File: config.mk
export PLATFORM = sky130hd
export DESIGN_NAME = fp_div
export DESIGN_NICKNAME = d
export VERILOG_FILES = /design/src/rtl/fp_div.sv
export SDC_FILE = /design/constraint.sdc
export NUM_CORES = 1
export LEC_CHECK = 0
export CAP_MARGIN = 20
export CORE_ASPECT_RATIO = 2
export CORE_MARGIN = 3
export CORE_UTILIZATION = 50
export CTS_CLUSTER_DIAMETER = 60
export DETAILED_ROUTE_END_ITERATION = 8
export PLACE_DENSITY_LB_ADDON = 0.05
export SETUP_SLACK_MARGIN = 0.15
export SYNTH_ARGS = -nofsm -noshare
export SYNTH_HDL_FRONTEND = slang
export SYNTH_SLANG_ARGS = --single-unit
File: constraint.sdc
create_clock -name clk -period 5.6 [get_ports clk]
set_input_delay 0.56 -clock clk [delete_from_list [all_inputs] [get_ports clk]]
set_output_delay 0.56 -clock clk [all_outputs]
set_load 0.005 [all_outputs]
File: src/rtl/fp_div.sv
// fp_div: multi-cycle binary32 divider, restoring radix-2,
// one quotient bit per cycle behind a start/done handshake.
module fp_div (
  input  logic        clk,
  input  logic        reset,
  input  logic        start,
  input  logic [31:0] a,
  input  logic [31:0] b,
  output logic [31:0] result,
  output logic        done,
  output logic        busy,
  output logic        div_by_zero
);

  typedef enum logic [1:0] {
    S_IDLE,
    S_DIVIDE,
    S_NORM,
    S_DONE
  } state_e;

  localparam logic [31:0] QNAN = 32'h7FC0_0000;

  state_e             state_q, state_d;
  logic [4:0]         cnt_q, cnt_d;
  logic [24:0]        r_q, r_d;
  logic [24:0]        q_q, q_d;
  logic [23:0]        mb_q, mb_d;
  logic               sign_q, sign_d;
  logic signed [9:0]  exp_q, exp_d;
  logic [31:0]        res_q, res_d;
  logic               done_q, done_d;
  logic               busy_q, busy_d;
  logic               dbz_q, dbz_d;

  logic               sa, sb, s_ab;
  logic [7:0]         ea, eb;
  logic [22:0]        fa, fb;
  logic               a_nan, b_nan;
  logic               a_inf, b_inf;
  logic               a_zero, b_zero;
  logic               spec_hit;
  logic [31:0]        spec_res;
  logic               spec_dbz;

  logic               q_bit;
  logic [23:0]        r_sub;
  logic signed [9:0]  exp_n;
  logic [22:0]        man_n;
  logic [31:0]        norm_res;

  assign sa = a[31];
  assign ea = a[30:23];
  assign fa = a[22:0];
  assign sb = b[31];
  assign eb = b[30:23];
  assign fb = b[22:0];
  assign s_ab = sa ^ sb;

  // Exponent 0 is zero, so subnormals flush to signed zero.
  assign a_nan  = (&ea) && (|fa);
  assign b_nan  = (&eb) && (|fb);
  assign a_inf  = (&ea) && !(|fa);
  assign b_inf  = (&eb) && !(|fb);
  assign a_zero = !(|ea);
  assign b_zero = !(|eb);

  // Special operand pairs, resolved in priority order.
  always_comb begin
    spec_hit = 1'b1;
    spec_res = 32'h0;
    spec_dbz = 1'b0;
    if (a_nan || b_nan
        || (a_zero && b_zero)
        || (a_inf && b_inf)) begin
      spec_res = QNAN;
    end else if (a_inf) begin
      spec_res = {s_ab, 8'hFF, 23'h0};
    end else if (b_inf) begin
      spec_res = {s_ab, 31'h0};
    end else if (b_zero) begin
      spec_res = {s_ab, 8'hFF, 23'h0};
      spec_dbz = 1'b1;
    end else if (a_zero) begin
      spec_res = {s_ab, 31'h0};
    end else begin
      spec_hit = 1'b0;
    end
  end

  // One restoring step; the remainder after a step is below mb.
  always_comb begin
    q_bit = (r_q >= {1'b0, mb_q});
    r_sub = r_q[23:0];
    if (q_bit) begin
      r_sub = 24'(r_q - {1'b0, mb_q});
    end
  end

  // Normalise the 25-bit quotient and range-check the exponent.
  always_comb begin
    exp_n    = exp_q;
    man_n    = q_q[23:1];
    norm_res = 32'h0;
    if (!q_q[24]) begin
      exp_n = exp_q - 10'sd1;
      man_n = q_q[22:0];
    end
    if (exp_n >= 10'sd255) begin
      norm_res = {sign_q, 8'hFF, 23'h0};
    end else if (exp_n <= 10'sd0) begin
      norm_res = {sign_q, 31'h0};
    end else begin
      norm_res = {sign_q, exp_n[7:0], man_n};
    end
  end

  // Next state and datapath updates.
  always_comb begin
    state_d = state_q;
    cnt_d   = cnt_q;
    r_d     = r_q;
    q_d     = q_q;
    mb_d    = mb_q;
    sign_d  = sign_q;
    exp_d   = exp_q;
    res_d   = res_q;
    dbz_d   = dbz_q;
    unique case (state_q)
      S_IDLE: begin
        if (start) begin
          sign_d = s_ab;
          if (spec_hit) begin
            res_d   = spec_res;
            dbz_d   = spec_dbz;
            state_d = S_DONE;
          end else begin
            mb_d    = {1'b1, fb};
            r_d     = {2'b01, fa};
            q_d     = 25'h0;
            cnt_d   = 5'd0;
            exp_d   = $signed({2'b00, ea})
                    - $signed({2'b00, eb})
                    + 10'sd127;
            state_d = S_DIVIDE;
          end
        end
      end
      S_DIVIDE: begin
        q_d   = {q_q[23:0], q_bit};
        r_d   = {r_sub, 1'b0};
        cnt_d = cnt_q + 5'd1;
        if (cnt_q == 5'd24) begin
          cnt_d   = 5'd0;
          state_d = S_NORM;
        end
      end
      S_NORM: begin
        res_d   = norm_res;
        dbz_d   = 1'b0;
        state_d = S_DONE;
      end
      S_DONE: begin
        state_d = S_IDLE;
      end
    endcase
    busy_d = (state_d == S_DIVIDE)
          || (state_d == S_NORM);
    done_d = (state_d == S_DONE);
  end

  // State, datapath and registered outputs.
  always_ff @(posedge clk) begin
    if (reset) begin
      state_q <= S_IDLE;
      cnt_q   <= 5'd0;
      r_q     <= 25'h0;
      q_q     <= 25'h0;
      mb_q    <= 24'h0;
      sign_q  <= 1'b0;
      exp_q   <= 10'sd0;
      res_q   <= 32'h0;
      done_q  <= 1'b0;
      busy_q  <= 1'b0;
      dbz_q   <= 1'b0;
    end else begin
      state_q <= state_d;
      cnt_q   <= cnt_d;
      r_q     <= r_d;
      q_q     <= q_d;
      mb_q    <= mb_d;
      sign_q  <= sign_d;
      exp_q   <= exp_d;
      res_q   <= res_d;
      done_q  <= done_d;
      busy_q  <= busy_d;
      dbz_q   <= dbz_d;
    end
  end

  assign result      = res_q;
  assign done        = done_q;
  assign busy        = busy_q;
  assign div_by_zero = dbz_q;

endmodule
; Word-level counts from Yosys, hierarchy flattened
; Cells that the tools add are included.
[op_classes]
n_reduce_logical = 27
div = 0
bitwise_logic = 2
n_addsub = 5
n_mux = 39
n_mul = 0
n_shift = 0
magnitude_cmp = 3
eq_ne = 10
[op_table]
columns = op, count
row1 = 2-to-1 mux 32 bit, 7
row2 = 2-to-1 mux 25 bit, 4
row3 = case mux 25 bit (2 select lines), 2
row4 = case mux 32 bit (2 select lines), 1
row5 = 2-to-1 mux 31 bit, 2
row6 = OR reduction 23 bit, 2
row7 = greater-or-equal comparator 25 x 24 -> 1 bit, 1
row8 = 2-to-1 mux 24 bit, 1
row9 = subtractor 24 bit, 1
row10 = 2-to-1 mux 23 bit, 1
row11 = AND reduction 8 bit, 2
row12 = OR reduction 8 bit, 2
row13 = 2-to-1 mux 5 bit, 3
row14 = 2-to-1 mux 1 bit, 11
row15 = "adder 9 x 8 -> 10 bit, second input constant", 1
row16 = "greater-or-equal comparator 10 x 9 -> 1 bit, second input constant", 1
row17 = "<= comparator 10 x 1 -> 1 bit, second input constant", 1
row18 = 2-to-1 mux 10 bit, 1
row19 = case mux 5 bit (2 select lines), 1
row20 = "subtractor 10 x 2 -> 10 bit, second input constant", 1
row21 = AND reduction 3 bit, 3
row22 = subtractor 8 x 8 -> 9 bit, 1
row23 = "equality test 2 bit, second input constant", 4
row24 = case mux 2 bit (4 select lines), 1
row25 = other kinds (14), 31
[word_totals]
memories = 0
mem_bits_ro = 0
ramBits = 0
output_inout_bits = 35
wordCells = 97
latch_bits = 0
reg_bits = 127
input_bits = 67

; Longest topological paths before layout
[depth]
depth_word = 11
mapped_depth = 13
depth_no_buf = 11

; Worst setup path before layout
; Ideal clock, no wire load.
[synth_timing]
kind = input to register
from = input port a[23]
to = register exp_q[7]
cell_stages = 11
setup_ns = 0.137
required_ns = 5.463
t_arrival_ns = 2.852
n_path_buf = 0
slack_ns = 2.610
path_cell_list = inv_1 ha_1 fa_1 nand2b_1 o31a_1 or3_1 a21oi_1 o21ai_0 or4_1 nand2_1 a211oi_1
[synth_via]
elab_chain_cells = 8
word_cells_on_any_way = 19
[synth_rtl]
columns = element, line
row1 = "start, declared", 7  ; input logic [31:0] a,
row2 = branches (longest 8 deep; another with adder 9 x 8 -> 10 bit), --
row3 = "end signal, assigned", 193  ; exp_q <= exp_d;
row4 = "end, declared", 30  ; logic signed [9:0] exp_q, exp_d;
; Parallel ways; which one is timed is not known.
; A chain may end at the register's enable or synchronous reset.

; Final worst setup path
[layout_timing]
from = register mb_q[16]
to = register r_q[11]
[layout_via]
elab_chain_cells = 3
[layout_rtl]
columns = element, line
row1 = "start, declared", 28  ; logic [23:0] mb_q, mb_d;
row2 = "start signal, assigned", 191  ; mb_q <= mb_d;
row3 = greater-or-equal comparator 25 x 24 -> 1 bit, 93  ; q_bit = (r_q >= {1'b0, mb_q});
row4 = 2-to-1 mux 24 bit, 95  ; if (q_bit) begin
row5 = case mux 25 bit (2 select lines), 129  ; unique case (state_q)
row6 = "end signal, assigned", 189  ; r_q <= r_d;
row7 = "end, declared", 26  ; logic [24:0] r_q, r_d;
; Every way passes these cells.

==> summary.txt <==
Setup path
  – WP data required: around 6 ns
  – WP data arrival: slightly below 4 ns
  – CP Max Fanout: 10
  – Max stage delay on crit path: a little under 0.8 ns
  – Worst path top cell family by delay: compound AO/OA/AOI/OAI gates
  – Most frequent CP cell: a2111oi_0
  – Slowest CP cell: nor2b_1
  – CP startpoint kind: flip-flop
  – Setup Crit Path Kind: reg -> reg
  – Worst-path cell chain: inv_1 > ha_1 > a21oi_1 > o21ai_0 > a2111oi_0 > a311oi_1 > nor2b_1 > nor4_1 > a2111oi_0
  – Crit end category: flip-flop
  – Worst path bufs/invs: 1

Clocking
  – Reg clk slew, reported paths: roughly 0.060 ns
  – CTS tree: done
  – CTS Buf Count: 17
  – Post-CTS Hold Buffers: 0
  – CTS max path bufs: 2
  – Number of gates resized after CTS: 0
  – Clk sinks: 127
  – Setup bufs post-CTS: 0
  – Htree depth: 4
  – Worst skew pair latency: about 0.42 ns
  – CTS Root Buffer Type: clkbuf_16

Floorplanning
  – Die Y-Extent: around 180 um
  – Initial Util: 0.5162
  – Full die area: 17170 um2
  – Num rows: 63
  – Core area: between 15000 and 20000 um2
  – Number of I/O pins: around 100
  – Die X: around 94 um

Routing
  – DR iter-0 viols: 329
  – Post-Route WL: approximately 22000 um
  – Antenna-violating nets left: 0
  – # DRC: 0
  – Vias: about 7600
  – Wire per inst: roughly 17 um
  – DR vias/cell: approximately 6
  – Drt first pass iters: 5

Synthesis
  – Synth area leaders: dfxtp_1 33%, nand2_1 8.5%, a21oi_1 6.4%, ha_1 6.0%, mux2i_1 4.8%
  – Ys flop type: dfxtp_1
  – Post-synth top area share: 0.3272
  – Post-synth EDFFs: 0
  – Post-Synthesis Cell Area: a little under 8000 um2
  – Mean area per synthesized cell: between 7 and 8 um2
  – Area leader, netlist: dfxtp_1
  – Post-synth net total: 1117
  – Synth cell types: 65
  – Synth Register Bits: between 100 and 150
  – Cells after synthesis: around 1000
  – Yosys Warn Count: 0
  – Register area share after synthesis: 0.3272
  – Post-synth ARST share: 0

STA
  – Setup TNS: 0 ns
  – Final period util: 0.6419
  – Slew @ Worst Pin: 0.9656 ns
  – Final setup vio count: 0
  – RSZ-0062 raised after global routing: false
  – Slew margin rel.: 0.3550
  – Setup WS post-layout: 2.005 ns
  – Hold Vio Cnt, Final: 0
  – Worst Skew: ~0.0085 ns
  – Final Critical Period: 3.595 ns
  – Peak Freq: between 0.2 and 0.3 GHz
  – Final hold slack: about 0.45 ns
  – Fin. max-slew vios: 0

GRT
  – Antenna violations before repair: 0
  – Met1 Use GR: 0.2844
  – Busiest grt layer: met2
  – First-pass GRT wire length: 36380 um
  – GRT Total Usage: 0.2660
  – Met3 global-route usage: 0.04290
  – Global-route met2 utilization: 0.4926
  – Largest net degree at the start of global routing: 77
  – Grt total ovfl: 0
  – Vias in the first global route: roughly 7400

Layout
  – Most frequent cells in the layout: 177 x nand2_1, 127 x dfxtp_1, 100 x clkdlybuf4s50_1, 99 x a21oi_1, 55 x nand3_1
  – Commonest non-fill, non-tap cell in the layout: nand2_1
  – Core Util, Final: 0.6291
  – FILL cells: between 1000 and 1500
  – # diodes: 0
  – Multi-input gate area: a little under 5000 um2
  – Layout cell share with drive strength beyond 1: 0.06874
  – Layout Nets: roughly 1200
  – Area grow syn2layout: 21.88%
  – Final instance count without filler cells: about 1300
  – Cell area after layout: around 9500 um2
  – FF+latch area: about 2500 um2

Power and ir drop
  – PwrDens: roughly 350 nW/um2
  – P_leak: 3.502 nW
  – Total power draw: roughly 3.3 mW
  – Peak VDD IR: 0.2280 mV

Status
  – Status: completed

Place
  – Area post-placement: a little under 9000 um2
  – DP Wirelength: between 15000 and 20000 um
  – Cells after DPL: approximately 1300
  – PortBufs: 101
  – Dpl ws: roughly 1.9 ns
  – RD Place Congestion: a little under 1

Hold path
  – Worst Hold Class: reg -> reg

Job
  – Max-Cap Viols: 0
worst paths after layout:
path / from / cells after the start / to / slack (ns)
hold reg to reg: result[11] / 2 / result[11] / 0.45
setup reg to reg: mb_q[16] / 9 / r_q[11] / 2.01
setup / recovery: mb_q[16] / 9 / r_q[11] / 2.01
hold / removal: result[11] / 2 / result[11] / 0.45
per-layer routing:
layer,routed length (um),vias to the layer above
met1,8268,3537
li1,-,3762
met5,0,-
met4,929,0
met3,848,55
met2,11910,224
area by class of cell:
class,instances,share of cell area
repair buffers,110,0.1133
clock inverters,13,0.01982
inverters,47,0.01863
multi-input cells,775,0.5073
clock buffers,19,0.04676
well taps,195,0.02576
flip-flops and latches,127,0.2684
cells by family after synthesis:
logic type	count (synthesis)	synth area share
AND/OR/NAND/NOR	403	0.2457
AO/OA/AOI/OAI	261	0.2186
flip-flops	127	0.3272
buffers and inverters	109	0.05667
adder cells (fa/ha/maj)	39	0.06472
multiplexers	37	0.04766
XOR/XNOR	35	0.03945
worst reg2reg max path, stage by stage, from the launching register on:
cell,delay [ns]
dfxtp_1,0.33
inv_1,0.07
ha_1,0.39
a21oi_1,0.24
o21ai_0,0.24
a2111oi_0,0.63
a311oi_1,0.23
nor2b_1,0.79
nor4_1,0.15
a2111oi_0,0.41
Yosys cell counts, types with 12 or more instances:
| cell type | n |
|---|---|
| ha_1 | 37 |
| nor3_1 | 20 |
| a211oi_1 | 12 |
| inv_1 | 47 |
| xor2_1 | 20 |
| xnor2_1 | 15 |
| o21ai_0 | 36 |
| nor2_1 | 53 |
| nor4_1 | 18 |
| nand2_1 | 177 |
| a31oi_1 | 18 |
| nand3_1 | 56 |
| clkbuf_1 | 48 |
| a21oi_1 | 99 |
| dfxtp_1 | 127 |
| o21ai_2 | 20 |
| mux2i_1 | 37 |
report_power, final:
group | leakage (nW) | switching (mW) | internal, mW | total (mW)
logic | 2.17 | 0.649 | 0.443 | 1.09
registers | 1.04 | 0.0558 | 0.963 | 1.02
clock network | 0.300 | 0.425 | 0.758 | 1.18
flip-flops by register name (all words and copies together) (netlist names):
| register | cells |
|---|---|
| q_q | 25 |
| sign_q | 1 |
| r_q | 25 |
| done | 1 |
| exp_q | 10 |
| cnt_q | 5 |
| result | 32 |
| mb_q | 24 |
| state_q | 2 |
| busy | 1 |
| div_by_zero | 1 |
Power figures use the tool's default switching activity.
